[src/rtl/sram_arb_pkg.sv]
// Shared types for the two-source SRAM request arbiter: source tags,
// request field bundle and transfer size encodings.
package sram_arb_pkg;

  typedef enum logic {
    SRC_INST = 1'b0,
    SRC_DATA = 1'b1
  } src_e;

  typedef struct packed {
    logic        wr;
    logic [1:0]  size;
    logic [31:0] addr;
    logic [31:0] wdata;
    logic        uncached;
  } sram_req_t;

  localparam logic [1:0] SIZE_BYTE = 2'd0;
  localparam logic [1:0] SIZE_HALF = 2'd1;
  localparam logic [1:0] SIZE_WORD = 2'd2;

  function automatic src_e other_src(input src_e s);
    return (s == SRC_INST) ? SRC_DATA : SRC_INST;
  endfunction

endpackage

[src/rtl/arb_tag_fifo.sv]
// Source-tag FIFO: remembers which port issued each accepted, still
// unanswered transaction so in-order responses can be routed back.
module arb_tag_fifo
  import sram_arb_pkg::*;
#(
  parameter int DEPTH = 4
) (
  input  logic clk,
  input  logic rst,
  input  logic push,
  input  src_e push_src,
  input  logic pop,
  output src_e head,
  output logic full,
  output logic empty
);

  localparam int AW = $clog2(DEPTH);
  localparam int CW = AW + 1;
  localparam logic [AW-1:0] PTR_ONE   = AW'(1);
  localparam logic [CW-1:0] CNT_ONE   = CW'(1);
  localparam logic [CW-1:0] DEPTH_CNT = CW'(DEPTH);

  logic [DEPTH-1:0] mem_q;
  logic [AW-1:0]    wr_ptr_q;
  logic [AW-1:0]    rd_ptr_q;
  logic [CW-1:0]    count_q;
  logic             do_push;
  logic             do_pop;

  assign full    = (count_q == DEPTH_CNT);
  assign empty   = (count_q == '0);
  assign do_push = push & ~full;
  assign do_pop  = pop & ~empty;
  assign head    = src_e'(mem_q[rd_ptr_q]);

  always_ff @(posedge clk or posedge rst) begin
    if (rst) begin
      mem_q    <= '0;
      wr_ptr_q <= '0;
      rd_ptr_q <= '0;
      count_q  <= '0;
    end else begin
      if (do_push) begin
        mem_q[wr_ptr_q] <= push_src;
        wr_ptr_q        <= wr_ptr_q + PTR_ONE;
      end
      if (do_pop) begin
        rd_ptr_q <= rd_ptr_q + PTR_ONE;
      end
      // Simultaneous push and pop leaves the occupancy unchanged.
      case ({do_push, do_pop})
        2'b10:   count_q <= count_q + CNT_ONE;
        2'b01:   count_q <= count_q - CNT_ONE;
        default: count_q <= count_q;
      endcase
    end
  end

endmodule

[src/rtl/sram_req_arbiter.sv]
// Two-to-one arbiter sharing one SRAM-like request port between the
// instruction and data ports, with in-order response routing by source tag.
module sram_req_arbiter
  import sram_arb_pkg::*;
#(
  parameter int DEPTH      = 4,
  parameter int MAX_STREAK = 4
) (
  input  logic        clk,
  input  logic        rst,

  input  logic        inst_req,
  input  logic        inst_wr,
  input  logic [1:0]  inst_size,
  input  logic [31:0] inst_addr,
  input  logic [31:0] inst_wdata,
  input  logic        inst_uncached,
  output logic        inst_addr_ok,
  output logic        inst_data_ok,
  output logic [31:0] inst_rdata,

  input  logic        data_req,
  input  logic        data_wr,
  input  logic [1:0]  data_size,
  input  logic [31:0] data_addr,
  input  logic [31:0] data_wdata,
  input  logic        data_uncached,
  output logic        data_addr_ok,
  output logic        data_data_ok,
  output logic [31:0] data_rdata,

  output logic        m_req,
  output logic        m_wr,
  output logic [1:0]  m_size,
  output logic [31:0] m_addr,
  output logic [31:0] m_wdata,
  output logic        m_uncached,
  input  logic        m_addr_ok,
  input  logic        m_data_ok,
  input  logic [31:0] m_rdata,

  output logic        protocol_err
);

  // Handshake: an address phase completes in the cycle req & addr_ok are both
  // high; a requester holds req and its fields stable until it sees addr_ok,
  // and data_ok/rdata return one pulse per accepted transfer, in order.

  localparam int SW = $clog2(MAX_STREAK + 1);
  localparam logic [SW-1:0] STREAK_MAX = SW'(MAX_STREAK);
  localparam logic [SW-1:0] STREAK_ONE = SW'(1);

  sram_req_t   inst_f;
  sram_req_t   data_f;
  sram_req_t   sel_f;

  src_e        pick;
  src_e        sel;
  logic        sel_req;
  logic        accept;
  logic        stall;

  logic        lock_q;
  src_e        lock_src_q;
  logic [SW-1:0] streak_q;

  src_e        head;
  logic        fifo_full;
  logic        fifo_empty;
  logic        pop;
  logic        err_hit;

  assign inst_f = '{wr: inst_wr, size: inst_size, addr: inst_addr,
                    wdata: inst_wdata, uncached: inst_uncached};
  assign data_f = '{wr: data_wr, size: data_size, addr: data_addr,
                    wdata: data_wdata, uncached: data_uncached};

  // Data has priority unless it has already won MAX_STREAK times in a row
  // over a waiting instruction fetch.
  always_comb begin
    pick = SRC_INST;
    if (data_req && !(inst_req && (streak_q == STREAK_MAX))) begin
      pick = SRC_DATA;
    end
  end

  always_comb begin
    sel = pick;
    if (rst) begin
      sel = SRC_INST;
    end else if (lock_q) begin
      sel = lock_src_q;
    end
  end

  assign sel_req = (sel == SRC_DATA) ? data_req : inst_req;
  assign sel_f   = (sel == SRC_DATA) ? data_f : inst_f;

  assign m_req      = sel_req & ~fifo_full & ~rst;
  assign m_wr       = sel_f.wr;
  assign m_size     = sel_f.size;
  assign m_addr     = sel_f.addr;
  assign m_wdata    = sel_f.wdata;
  assign m_uncached = sel_f.uncached;

  assign accept       = m_req & m_addr_ok;
  assign stall        = m_req & ~m_addr_ok;
  assign inst_addr_ok = accept & (sel == SRC_INST);
  assign data_addr_ok = accept & (sel == SRC_DATA);

  // A response only counts when a tag was already queued before this cycle.
  assign pop     = m_data_ok & ~fifo_empty & ~rst;
  assign err_hit = m_data_ok & fifo_empty;

  assign inst_data_ok = pop & (head == SRC_INST);
  assign data_data_ok = pop & (head == SRC_DATA);
  assign inst_rdata   = inst_data_ok ? m_rdata : '0;
  assign data_rdata   = data_data_ok ? m_rdata : '0;

  arb_tag_fifo #(
    .DEPTH (DEPTH)
  ) u_tag_fifo (
    .clk      (clk),
    .rst      (rst),
    .push     (accept),
    .push_src (sel),
    .pop      (pop),
    .head     (head),
    .full     (fifo_full),
    .empty    (fifo_empty)
  );

  // A stalled request pins the grant; a dropped req on the locked source
  // de-asserts m_req combinationally, so the lock falls away the same cycle.
  always_ff @(posedge clk or posedge rst) begin
    if (rst) begin
      lock_q     <= 1'b0;
      lock_src_q <= SRC_INST;
    end else begin
      lock_q <= stall;
      if (stall) begin
        lock_src_q <= sel;
      end
    end
  end

  always_ff @(posedge clk or posedge rst) begin
    if (rst) begin
      streak_q <= '0;
    end else if (accept && (sel == SRC_DATA) && inst_req) begin
      if (streak_q != STREAK_MAX) begin
        streak_q <= streak_q + STREAK_ONE;
      end
    end else if ((accept && (sel == SRC_INST)) || !inst_req) begin
      streak_q <= '0;
    end
  end

  always_ff @(posedge clk or posedge rst) begin
    if (rst) begin
      protocol_err <= 1'b0;
    end else if (err_hit) begin
      protocol_err <= 1'b1;
    end
  end

endmodule
[config.mk]
export PLATFORM = sky130hd
export DESIGN_NAME = sram_req_arbiter
export DESIGN_NICKNAME = d
export VERILOG_FILES = /design/src/rtl/sram_arb_pkg.sv /design/src/rtl/arb_tag_fifo.sv /design/src/rtl/sram_req_arbiter.sv
export SDC_FILE = /design/constraint.sdc
export NUM_CORES = 1
export LEC_CHECK = 0
export BUFFER_PORTS_ARGS = -buffer_cell sky130_fd_sc_hd__buf_2
export CAP_MARGIN = 15
export CORE_AREA = 4 4 119 121
export CTS_CLUSTER_SIZE = 30
export DETAILED_ROUTE_END_ITERATION = 10
export DIE_AREA = 0 0 123 125
export MAX_ROUTING_LAYER = met4
export SLEW_MARGIN = 20
export SYNTH_ARGS = -nofsm -noshare
export SYNTH_HDL_FRONTEND = slang
export SYNTH_SLANG_ARGS = --single-unit
[constraint.sdc]
create_clock -name clk -period 5.62 [get_ports clk]
set_clock_uncertainty 0.05 [all_clocks]
set_input_delay 0.281 -clock clk [delete_from_list [all_inputs] [get_ports clk]]
set_output_delay 0.281 -clock clk [all_outputs]
set_load 0.005 [all_outputs]
==> flow_summary.toml <==
[run_status]
status = "finished, final reports clean"

[setup_path]
worstRegToRegCells = 10
r2r_end = "u_tag_fifo.count_q[2]$_DFFE_PP0P_"
r2r_start = "u_tag_fifo.count_q[1]$_DFFE_PP0P_"
worst_ep_required_time_ns = 5.29
rrSetupSlack_ns = 3.11
startpoint_type = "flop"
cp-end-kind = "primary output"
worstPathArrival_ns = 2.61
critPathMaxFanout = 77
worstSetupPathType = "flop to primary output"

[floorplanning]
pin_count = 312
die_area_mm2 = 0.0154
initial_core_util_pct = 17.4
fp-row-count = 42
die_h_um = 125
core_area_mm2 = 0.0131
die_w_um = 123

[finish]
syn_to_final_growth_pct = 77.6
fin_cells = 722
num-nets-final = 729
final.fill_count = 1385
num_antenna_cells = 0
fin_util_pct = 30.9
drive_gt1_share_pct = 72.7

[routing]
dr.first_iter.drc_count = 99
detail-route-antenna-nets = 0
drc = 0
vias_per_cell = 4.17
first_pass_iters = 4
num_vias = 3008
routed_wl_um = 13700
routedWlPerCell_um = 19.0

[yosys]
yosys_register_bits = 17
async_reset_ff_share_pct = 100
yosys-top-cells-area = "mux2_2, dfrtp_1, and2_1"
syn_inst = 247
syn_area_mm2 = 0.00228
yosysMostFrequentCell = "mux2_2"
synth_warnings = 0
synth.avg_cell_area_um2 = 9.21
synth_common_cells = "mux2_2, and2_1, and3_1"
synth_edf_count = 0
yosysSeqAreaShare_pct = 18.7
yosysTopAreaCell = "mux2_2"
synth_top_area_share_pct = 34.1
synth_cell_types = 39
synth-main-ff-cell = "dfrtp_1"
syn-num-nets = 429

[clocking]
clock-sinks = 17
root_buffer = "clkbuf_16"
cts_hold_buf = 0
clkSlewWorstSetupHoldPaths_ns = 0.05
cts_setup_buffers = 0
clk-insertion-delay-late_ns = 0.25
cts_buffers = 3
ctsResizeCount = 0
cts_tree = "yes"
htree_num_levels = 1
clockBufferDepth = 2

[grt]
track_usage_pct = 16.9
gr-total-overflow = 0
grt_max_degree = 78
grt_pass1_wl_um = 18800
grt_pass1_vias = 3023
antenna_found_initial = 0

[place]
port_buffers = 311
hpwl_um = 12000
place_inst = 718
gp_congestion = 0.997
dp_slack_ns = 2.92

[sta]
period_needed_ns = 2.94
worst_pin_slew_ns = 0.953
relSlewSlack_pct = 36.2
max_freq_mhz = 340
setup_ws_ns = 2.68
rsz0062_at_grt = "false"
fin_crit_sh_pct = 52.3
slew_violations = 0
setup_viol = 0
hold_viol = 0
setup_tns_ns = 0

[pwr]
power.total_mw = 0.912
leakagePower_nw = 2.36
powerDensity_mw_per_mm2 = 226
ir_worst_vdd_mv = 0.0929

[hold_path]
hold_class = "input pin to async pin"

[run]
maxCapViolations = 0
stage by stage:
stage / area, µm² / hold WS, ns
final: 4040 / 0.168
after global routing: 4040 / 0.185
after CTS: 4040 / 0.167
after detailed placement: 3960 / 0.404
after global placement: 3960 / 0.387
after floorplan: 2280 / 0.165
per-layer routing:
layer  track usage [%]  routed length, µm
met2              28.9               6830
met3              3.84               1080
met5                 -                  0
met4              11.7               1120
met1              16.8               4660
power by group:
group / internal (mW) / switching, mW
clock network: 0.0951 / 0.0455
registers: 0.167 / 0.0358
logic: 0.281 / 0.289
total: 0.542 / 0.370
registers in the layout, indices dropped and copies added (netlist names):
| register | count |
|---|---|
| lock_q | 1 |
| lock_src_q | 1 |
| protocol_err | 1 |
| streak_q | 3 |
| u_tag_fifo.count_q | 3 |
| u_tag_fifo.mem_q | 4 |
| u_tag_fifo.rd_ptr_q | 2 |
| u_tag_fifo.wr_ptr_q | 2 |
logic make-up after synthesis:
family                     synth area share [%]
DFF                                        18.7
and+or+nand+nor                            25.6
buffers and inverters                      6.76
xor gates and xnor gates                   2.31
adders and majority gates                  4.73
AOI/OAI and AO/OA                          6.32
muxes                                      35.6
area by class of cell:
class                      instances  area, µm²  share of cell area [%]
clock inverter                     1       5.00                   0.124
sequential                        17        425                    10.5
inverter                          13       48.8                    1.21
multi-input combinational        199       1700                    42.0
clock buffer                       3       75.1                    1.86
timing repair buffer             313       1570                    38.9
tap                              176        220                    5.45
layout by cell type (no fill, tap or decap), types with 2 or more instances in the layout:
cell / synthesis / final
nor3_1: 4 / 4
buf_2: 5 / 311
o21ai_0: 2 / 2
a31oi_1: 5 / 5
buf_4: 0 / 2
inv_1: 12 / 12
and3_1: 33 / 33
xor2_1: 3 / 3
nand3_1: 2 / 2
nor3b_2: 2 / 2
mux2_2: 69 / 69
dfrtp_1: 17 / 17
ha_1: 7 / 7
and2_1: 33 / 33
o21ai_1: 2 / 2
o311ai_0: 2 / 2
nor2_1: 6 / 6
clkbuf_16: 0 / 3
a31o_2: 4 / 4
nand2_1: 6 / 6
xnor2_1: 3 / 3
how the worst max path moves through the flow:
stage	start	endpoint	slack, ns	depth (start not counted)
after floorplan	u_tag_fifo.count_q[1]$_DFFE_PP0P_	u_tag_fifo.count_q[2]$_DFFE_PP0P_	3.35	10
final	streak_q[0]$_DFFE_PP0P_	m_wr	2.68	7
after CTS	u_tag_fifo.rd_ptr_q[0]$_DFFE_PP0P_	inst_rdata[1]	2.65	4
after global routing	u_tag_fifo.rd_ptr_q[0]$_DFFE_PP0P_	inst_rdata[28]	2.49	4
after detailed placement	u_tag_fifo.rd_ptr_q[0]$_DFFE_PP0P_	inst_rdata[1]	2.92	4
after global placement	u_tag_fifo.rd_ptr_q[0]$_DFFE_PP0P_	inst_rdata[2]	2.90	4
worst max-delay path, stage by stage (launching register included):
cell,delay [ns]
dfrtp_1,0.38
inv_1,0.06
ha_1,0.21
and4b_1,0.20
nor3_4,0.15
buf_4,0.74
mux2_2,0.46
buf_2,0.14
Note: power is estimated with default switching activity, not from simulation.
